==> src/rtl/vec_pacer.sv <==
// vec_pacer: paces a one-entry buffered feature vector onto a DNN input.
// Optional saturating underrun counter: VEC_PACER_UNDERRUN_CNT_EN.
module vec_pacer #(
  parameter int VEC_W    = 20,
  parameter int PERIOD_W = 16,
  parameter int CNT_W    = 16
) (
  input  logic                clk,
  input  logic                reset,
  input  logic [PERIOD_W-1:0] cfg_period,
  input  logic [CNT_W-1:0]    cfg_count,
  input  logic [1:0]          cfg_mode,
  input  logic                start,
  input  logic                stop,
  input  logic [VEC_W-1:0]    src_vec,
  input  logic                src_valid,
  output logic                src_ready,
  output logic [VEC_W-1:0]    vec_out,
  output logic                dv_out,
  output logic                busy,
  output logic                done,
`ifdef VEC_PACER_UNDERRUN_CNT_EN
  output logic [CNT_W-1:0]    underrun_cnt,
`endif
  output logic                underrun
);

  typedef enum logic {
    IDLE,
    RUN
  } state_e;

  state_e              state_q, state_d;
  logic [PERIOD_W-1:0] per_q, per_d;
  logic [PERIOD_W-1:0] tcnt_q, tcnt_d;
  logic [CNT_W-1:0]    lim_q, lim_d;
  logic [CNT_W-1:0]    scnt_q, scnt_d;
  logic                cont_q, cont_d;
  logic [VEC_W-1:0]    buf_q, buf_d;
  logic [VEC_W-1:0]    vec_q, vec_d;
  logic                full_q, full_d;
  logic                dv_q, dv_d;
  logic                done_q, done_d;
  logic                und_q, und_d;
  logic                rdy_q;

  logic                go;
  logic                tick;
  logic                emit;
  logic                take;
  logic [PERIOD_W-1:0] pe_m1;
  logic [CNT_W-1:0]    n_m1;
  logic                cont_cfg;

  assign pe_m1 = (cfg_period == '0) ? '0
               : cfg_period - PERIOD_W'(1);

  // single-shot is a burst of one; zero count also means one
  assign n_m1 = (cfg_mode == 2'b10) ? '0
              : (cfg_count == '0)   ? '0
              : cfg_count - CNT_W'(1);

  assign cont_cfg = (cfg_mode[1] == cfg_mode[0]);

  assign go   = (state_q == IDLE) && start && !stop;
  assign tick = (state_q == RUN) && !stop && !done_q
             && (tcnt_q == '0);
  assign emit = tick && full_q;
  assign take = src_valid && src_ready;

  always_comb begin
    state_d = state_q;
    per_d   = per_q;
    tcnt_d  = tcnt_q;
    lim_d   = lim_q;
    scnt_d  = scnt_q;
    cont_d  = cont_q;
    buf_d   = buf_q;
    vec_d   = vec_q;
    full_d  = full_q;
    dv_d    = 1'b0;
    done_d  = 1'b0;
    und_d   = und_q;

    unique case (state_q)
      IDLE: begin
        if (go) begin
          state_d = RUN;
          per_d   = pe_m1;
          tcnt_d  = pe_m1;
          lim_d   = n_m1;
          cont_d  = cont_cfg;
          scnt_d  = '0;
          und_d   = 1'b0;
        end
      end
      RUN: begin
        // done_q marks the final strobe cycle; leave RUN one cycle later
        if (stop || done_q) begin
          state_d = IDLE;
        end else if (tick) begin
          tcnt_d = per_q;
        end else begin
          tcnt_d = tcnt_q - PERIOD_W'(1);
        end
        if (emit) begin
          dv_d   = 1'b1;
          vec_d  = buf_q;
          scnt_d = scnt_q + CNT_W'(1);
          done_d = !cont_q && (scnt_q == lim_q);
        end
        if (tick && !full_q) begin
          und_d = 1'b1;
        end
      end
      default: state_d = IDLE;
    endcase

    if (take) begin
      full_d = 1'b1;
      buf_d  = src_vec;
    end else if (emit) begin
      full_d = 1'b0;
    end
  end

  always_ff @(posedge clk or negedge reset) begin
    if (!reset) begin
      state_q <= IDLE;
      per_q   <= '0;
      tcnt_q  <= '0;
      lim_q   <= '0;
      scnt_q  <= '0;
      cont_q  <= 1'b0;
      buf_q   <= '0;
      vec_q   <= '0;
      full_q  <= 1'b0;
      dv_q    <= 1'b0;
      done_q  <= 1'b0;
      und_q   <= 1'b0;
      rdy_q   <= 1'b0;
    end else begin
      state_q <= state_d;
      per_q   <= per_d;
      tcnt_q  <= tcnt_d;
      lim_q   <= lim_d;
      scnt_q  <= scnt_d;
      cont_q  <= cont_d;
      buf_q   <= buf_d;
      vec_q   <= vec_d;
      full_q  <= full_d;
      dv_q    <= dv_d;
      done_q  <= done_d;
      und_q   <= und_d;
      rdy_q   <= 1'b1;
    end
  end

`ifdef VEC_PACER_UNDERRUN_CNT_EN
  logic [CNT_W-1:0] ucnt_q, ucnt_d;

  always_comb begin
    ucnt_d = ucnt_q;
    if (go) begin
      ucnt_d = '0;
    end else if (tick && !full_q && (ucnt_q != '1)) begin
      ucnt_d = ucnt_q + CNT_W'(1);
    end
  end

  always_ff @(posedge clk or negedge reset) begin
    if (!reset) begin
      ucnt_q <= '0;
    end else begin
      ucnt_q <= ucnt_d;
    end
  end

  assign underrun_cnt = ucnt_q;
`endif

  assign src_ready = rdy_q && !full_q;
  assign vec_out   = vec_q;
  assign dv_out    = dv_q;
  assign busy      = (state_q == RUN);
  assign done      = done_q;
  assign underrun  = und_q;

endmodule

==> config.mk <==
export PLATFORM = sky130hd
export DESIGN_NAME = vec_pacer
export DESIGN_NICKNAME = d
export VERILOG_FILES = /design/src/rtl/vec_pacer.sv
export SDC_FILE = /design/constraint.sdc
export NUM_CORES = 1
export LEC_CHECK = 0
export ABC_CLOCK_PERIOD_IN_PS = 4140
export CAP_MARGIN = 10
export CORE_AREA = 2 2 105 147
export DETAILED_ROUTE_END_ITERATION = 16
export DIE_AREA = 0 0 107 149
export DONT_BUFFER_PORTS = 1
export SLEW_MARGIN = 20
export SYNTH_ARGS = -nofsm -noshare
export SYNTH_HDL_FRONTEND = slang
export SYNTH_SLANG_ARGS = --single-unit
export TNS_END_PERCENT = 30
==> constraint.sdc <==
create_clock -name clk -period 4.14 [get_ports clk]
set_input_delay 0.828 -clock clk [delete_from_list [all_inputs] [get_ports clk]]
set_output_delay 0.828 -clock clk [all_outputs]
set_load 0.02 [all_outputs]
==> results.cfg, run 1 <==
[clock_tree]
cts-root-buf = clkbuf_16
cts_tree = built
cts_setup_buffers = 0
clk_pin_slew_worst_paths_ps = 80
postCtsResizedCells = 0
clock_sinks = 111
cts_buffer_depth = 2
ctsHtreeMaxLevel = 3
cts_buffers = 9
holdBufCountCts = 0
clk_latency_ps = 350

[timing]
clock_skew_ps = 10.1
finalCritPeriodShare_pct = 71.3
period_needed_ps = 2950
grt_setup_unrepaired = false
worst_slew_pin_slew_ps = 913
finalHoldViolations = 0
setup_viol = 0
setup_tns_ps = 0
clock.fmax_mhz = 339
relSlewSlack_pct = 39.0
slew_viol_final = 0
layout_setup_ws_ps = 1190

[synth]
ys.warnings.count = 0
syn_area_sq_um = 5730
synth_fp_nets = 664
yosys_most_used_dff = dfrtp_1
synth_top_area_share_pct = 48.4
yosysUniqueCellTypes = 65
yosys_register_bits = 111
netlist_instances = 600
post_synth.cell_area_avg_sq_um = 9.56
synth-edff-count = 0
yosys-top-cells-area = dfrtp_1 (48%), nand2_1 (8.6%), mux2_2 (4.1%)
ys_seq_area_share_pct = 48.4
yosysTopAreaCell = dfrtp_1
async_flop_share_pct = 100

[power_and_ir_drop]
ir_drop_v = 0.000180
intPower_mw = 1.94
power_frac_seq_pct = 53.8
p_switching_mw = 0.777
p_comb_share_pct = 15.8
finalPower_mw = 2.72
swShare_pct = 28.6
clockPowerShare_pct = 30.4
power_density_nw_per_um2 = 441
power_leakage_nw = 2.75

[setup_path]
worstPathRequired_ps = 4370
critPathMaxFanout = 30
critical_path.max_stage_delay_ps = 690
start_kind = flop
critPathKind = flop to flop
crit_chain = inv_1 -> ha_1 -> nor3b_2 -> and4_1 -> nand3_4 -> clkinv_1 -> a221o_1
setup.worst_path.end_class = flop
cp_data_arrival_time_ps = 3180
reg2reg_depth = 7
cp_slowest_cell = clkinv_1

[floorplanning]
die_x_um = 107
io_pins = 84
initial_core_util_pct = 38.8
die_area_sq_um = 15900
core_sq_um = 14800
die_y_um = 149
rows = 53

[route]
wire_per_inst_um = 17.6
routed_wl_um = 13900
num_vias = 4442
dr.pass1.iters = 5
ant_nets = 0
drc_errors = 0
drt_iter0_drc = 203
routed_via_density = 5.64

[hold_path]
hp-class = input port to asynchronous set/reset pin

[placed_design]
dpl_worst_slack_ps = 1160
port_buffers = 0
routabilityCongestion = 0.887
place_area_sq_um = 5880
dp_hpwl_um = 10100

[outcome]
status = finished, final reports clean

[global_route]
grt_use_total_pct = 18.1
grt_max_degree = 112
antenna_found_initial = 0
grt_pass1_wl_um = 22700
grt_pass1_vias = 4555
grt_overflow = 0

[final_layout]
diodes = 0
nNetsFinal = 654
final_common_cell = nand2_1
final_cell_area_sq_um = 6160
synthToLayoutAreaGrowth_pct = 7.46
fill_cells = 1433
mostFrequentLayoutCells = nand2_1 (132), dfrtp_1 (111), o21ai_0 (34)
final_core_util_pct = 41.7
drive_gt1_share_pct = 9.41

[job]
maxCapViolCount = 0
worst max-delay path, delay by kind of cell, from the launching register on:
family | cells | cell delay (ps)
buffers and inverters | 2 | 750
AO/OA/AOI/OAI | 1 | 550
flip-flops | 1 | 410
adder cells (fa/ha/maj) | 1 | 230
AND/OR/NAND/NOR | 3 | 860
cells in the mapped netlist (4+ instances only):
cell type  number
a21o_1          8
a21oi_1         7
a2bb2oi_1       4
and3_1          5
buf_2           5
clkbuf_1       15
dfrtp_1       111
ha_1            5
inv_1          12
mux2_2         21
mux2i_1         6
nand2_1       132
nand3_1        18
nand3b_1        4
nand4_1         9
nor2_1         27
nor3_1         21
nor4_1         20
o211ai_1        6
o21a_1          6
o21ai_0        34
o31a_1          5
o31ai_1         6
or3_1           9
xnor2_1        15
xor2_1         24
sequential cells by signal (all words and copies together) (netlist names), 16 cells and up:
name / cells
buf_q: 20
vec_out: 20
lim_q: 16
per_q: 16
scnt_q: 16
tcnt_q: 16
per-stage QoR:
stage          hold slack, ps  std cells
2_1_floorplan             407        600
3_3_place_gp              442        771
3_5_place_dp              449        771
4_1_cts                   164        787
5_1_grt                   158        787
6_report                  171        787
final cells by class:
cell class                      count  area, sq um  share of cell area (%)
Multi-Input combinational cell    451         2790                    45.2
Clock buffer                       10          239                    3.88
Clock inverter                      6         45.0                   0.731
Tap cell                          192          240                    3.90
Inverter                           14         52.6                   0.853
Timing Repair Buffer                3         22.5                   0.365
Sequential cell                   111         2780                    45.1
per-layer routing:
| layer | up-vias | track usage, % | wire (um) |
|---|---|---|---|
| met4 | 0 | 9.87 | 639 |
| met1 | 2178 | 21.3 | 5530 |
| met3 | 42 | 3.01 | 513 |
| met5 | - | 0 | 0 |
| li1 | 2106 | - | - |
| met2 | 116 | 31.2 | 7200 |
final timing paths:
kind                                  startpoint                       to  slack [ps]
hold reg to reg               cont_q$_DFFE_PN0P_           done$_DFF_PN0_         460
setup reg to reg           tcnt_q[0]$_DFFE_PN0P_    scnt_q[6]$_DFFE_PN0P_        1190
hold / removal                             reset  vec_out[10]$_DFFE_PN0P_         170
max in group asynchronous                  reset   scnt_q[12]$_DFFE_PN0P_        3840
setup / recovery           tcnt_q[0]$_DFFE_PN0P_    scnt_q[6]$_DFFE_PN0P_        1190
min in group clk              cont_q$_DFFE_PN0P_           done$_DFF_PN0_         460
power by group through the flow:
stage / registers [mW] / logic, mW / clock network, mW
after detailed placement: 1.48 / 0.431 / 0
after global routing: 1.49 / 0.482 / 0.887
after global placement: 1.47 / 0.417 / 0
after floorplan: 1.42 / 0.370 / 0
final: 1.46 / 0.428 / 0.826
after CTS: 1.46 / 0.432 / 0.847
cell families after synthesis:
family          count (synthesis)  synth area share (%)
mux                            27                  5.17
xor+xnor                       39                  5.96
flops                         111                  48.4
other cells                     1                0.0654
compound gates                103                  12.5
buf+inv                        38                  2.99
fa+ha+maj                       5                  1.09
simple gates                  276                  23.7
No activity file was read; power rests on OpenSTA's default activity.
==> run 2, diff against run 1 <==
ABC_CLOCK_PERIOD_IN_PS = 2500   (was 4140)
clock period = 2.5 ns   (was 4.14 ns; I/O delays follow)
==> run 2 against run 1 <==
The run now ends with hold timing left. Combinational power up 79%. Non-clock buffer count up 23. Register-to-register slack worse by 1000 ps. Count of clock-buffer cells in the layout unchanged. Critical path type unchanged. Largest cell class unchanged. Largest power group unchanged.
==> results.cfg, run 2 (synthesis gave the netlist of run 1 again) <==
[floorplanning]
die_y_um = 149
rows = 53
initial_core_util_pct = 38.8
core_sq_um = 14800
die_x_um = 107
die_area_sq_um = 15900
io_pins = 84

[clock_tree]
cts_buffers = 9
clk_latency_ps = 360
cts_buffer_depth = 2
cts_tree = built
ctsHtreeMaxLevel = 3
cts-root-buf = clkbuf_16
clk_pin_slew_worst_paths_ps = 70
clock_sinks = 111
cts_setup_buffers = 0

[global_route]
grt_max_degree = 112
grt_pass1_vias = 4448
grt_overflow = 0
grt_pass1_wl_um = 22300
grt_use_total_pct = 17.8
antenna_found_initial = 0

[outcome]
failed_checks = hold timing
status = finished with violations

[placed_design]
placed_cells = 794
place_area_sq_um = 6050
routabilityCongestion = 0.870
dpl_worst_slack_ps = 106
dp_hpwl_um = 10100
port_buffers = 0

[final_layout]
nNetsFinal = 677
synthToLayoutAreaGrowth_pct = 10.9
final_cells = 809
mostFrequentLayoutCells = nand2_1 (132), dfrtp_1 (111), o21ai_0 (34)
final_cell_area_sq_um = 6360
diodes = 0
final_common_cell = nand2_1
drive_gt1_share_pct = 12.8

[route]
dr.pass1.iters = 5
drc_errors = 0
routed_wl_um = 13700
wire_per_inst_um = 17.0
num_vias = 4485
ant_nets = 0
routed_via_density = 5.54
drt_iter0_drc = 159

[timing]
finalHoldViolations = 111
whs_ps = -166
setup_viol = 0
slew_viol_final = 0
layout_setup_ws_ps = 182
setup_tns_ps = 0
relSlewSlack_pct = 62.9
grt_setup_unrepaired = false
worst_slew_pin_slew_ps = 552
period_needed_ps = 2320
finalCritPeriodShare_pct = 92.7
clock.fmax_mhz = 431
clock_skew_ps = 8.78

[job]
maxCapViolCount = 0

[setup_path]
start_kind = flop
critPathKind = flop to flop
setup.worst_path.end_class = flop
worstPathRequired_ps = 2740
cp_slowest_cell = nor3_1
critPathMaxFanout = 8
critical_path.max_stage_delay_ps = 490
cp_data_arrival_time_ps = 2560
crit_chain = nor3_1 -> and2_1 -> nand3_1 -> a2bb2oi_1 -> a221o_1

[power_and_ir_drop]
intPower_mw = 3.35
p_switching_mw = 1.31
power_density_nw_per_um2 = 732
power_leakage_nw = 2.87
p_comb_share_pct = 16.4
swShare_pct = 28.1
clockPowerShare_pct = 31.8
ir_drop_v = 0.000275
power_frac_seq_pct = 51.8
finalPower_mw = 4.65

[hold_path]
hp-class = input port to asynchronous set/reset pin
## run 2: final cells by class
| cell class | count | area, sq um |
|---|---|---|
| timing repair buffer | 26 | 195 |
| sequential | 111 | 2780 |
| inverter | 14 | 52.6 |
| tap | 192 | 240 |
| fill | 1441 | 8430 |
| clock inverter | 5 | 67.6 |
| multi-input combinational | 451 | 2790 |
| clock buffer | 10 | 239 |
## run 2: critical path: cells and delay by family, from the launching register on
family | cells | cell delay [ps]
AOI/OAI and AO/OA | 2 | 510
DFF | 1 | 420
and+or+nand+nor | 3 | 1270
## run 2: stage by stage
step	utilization, %	hold slack (ps)
6_report	43.0	-166
3_5_place_dp	40.9	207
3_3_place_gp	40.9	207
5_1_grt	43.0	-181
2_1_floorplan	-	204
4_1_cts	43.0	-175
## run 2: final timing paths
path                                         from                       to  slack [ps]  cells past startpoint
max in group asynchronous                   reset   tcnt_q[10]$_DFFE_PN0P_        2480                      0
setup reg to reg           tcnt_q[13]$_DFFE_PN0P_   tcnt_q[10]$_DFFE_PN0P_         180                      5
hold reg to reg              buf_q[3]$_DFFE_PN0P_   vec_out[3]$_DFFE_PN0P_         470                      2
min in group clk                    cfg_period[0]     per_q[0]$_DFFE_PN0P_         230                      1
hold / removal                              reset  vec_out[12]$_DFFE_PN0P_        -170                      0
setup / recovery           tcnt_q[13]$_DFFE_PN0P_   tcnt_q[10]$_DFFE_PN0P_         180                      5
## run 2: repair_timing
action,CTS,global route
setup endpoints to repair,0,21
gates resized for setup,0,1
endpoints found under the hold margin,111,111
## run 2: routing by layer
layer / vias to the layer above / GRT usage, % / wire length (um) / share of wire, %
li1: 2154 / - / - / -
met1: 2205 / 21.1 / 5490 / 40
met2: 100 / 31.4 / 7280 / 53
met3: 26 / 2.75 / 488 / 3.6
met4: 0 / 8.38 / 481 / 3.5
met5: - / 0 / 0 / 0
## run 2: power by group through the flow
stage | combinational [mW] | sequential, mW | clock (mW)
finish | 0.764 | 2.41 | 1.48
CTS | 0.771 | 2.41 | 1.51
global route | 0.852 | 2.46 | 1.59
floorplan | 0.613 | 2.35 | 0
global placement | 0.741 | 2.42 | 0
detailed placement | 0.768 | 2.44 | 0
==> run 3, diff against run 2 <==
HOLD_SLACK_MARGIN = 0.12   (was unset)
TNS_END_PERCENT = unset   (was 30)
==> results of run 3 <==
The final DEF is identical to that of run 2; final timing and power are the same.
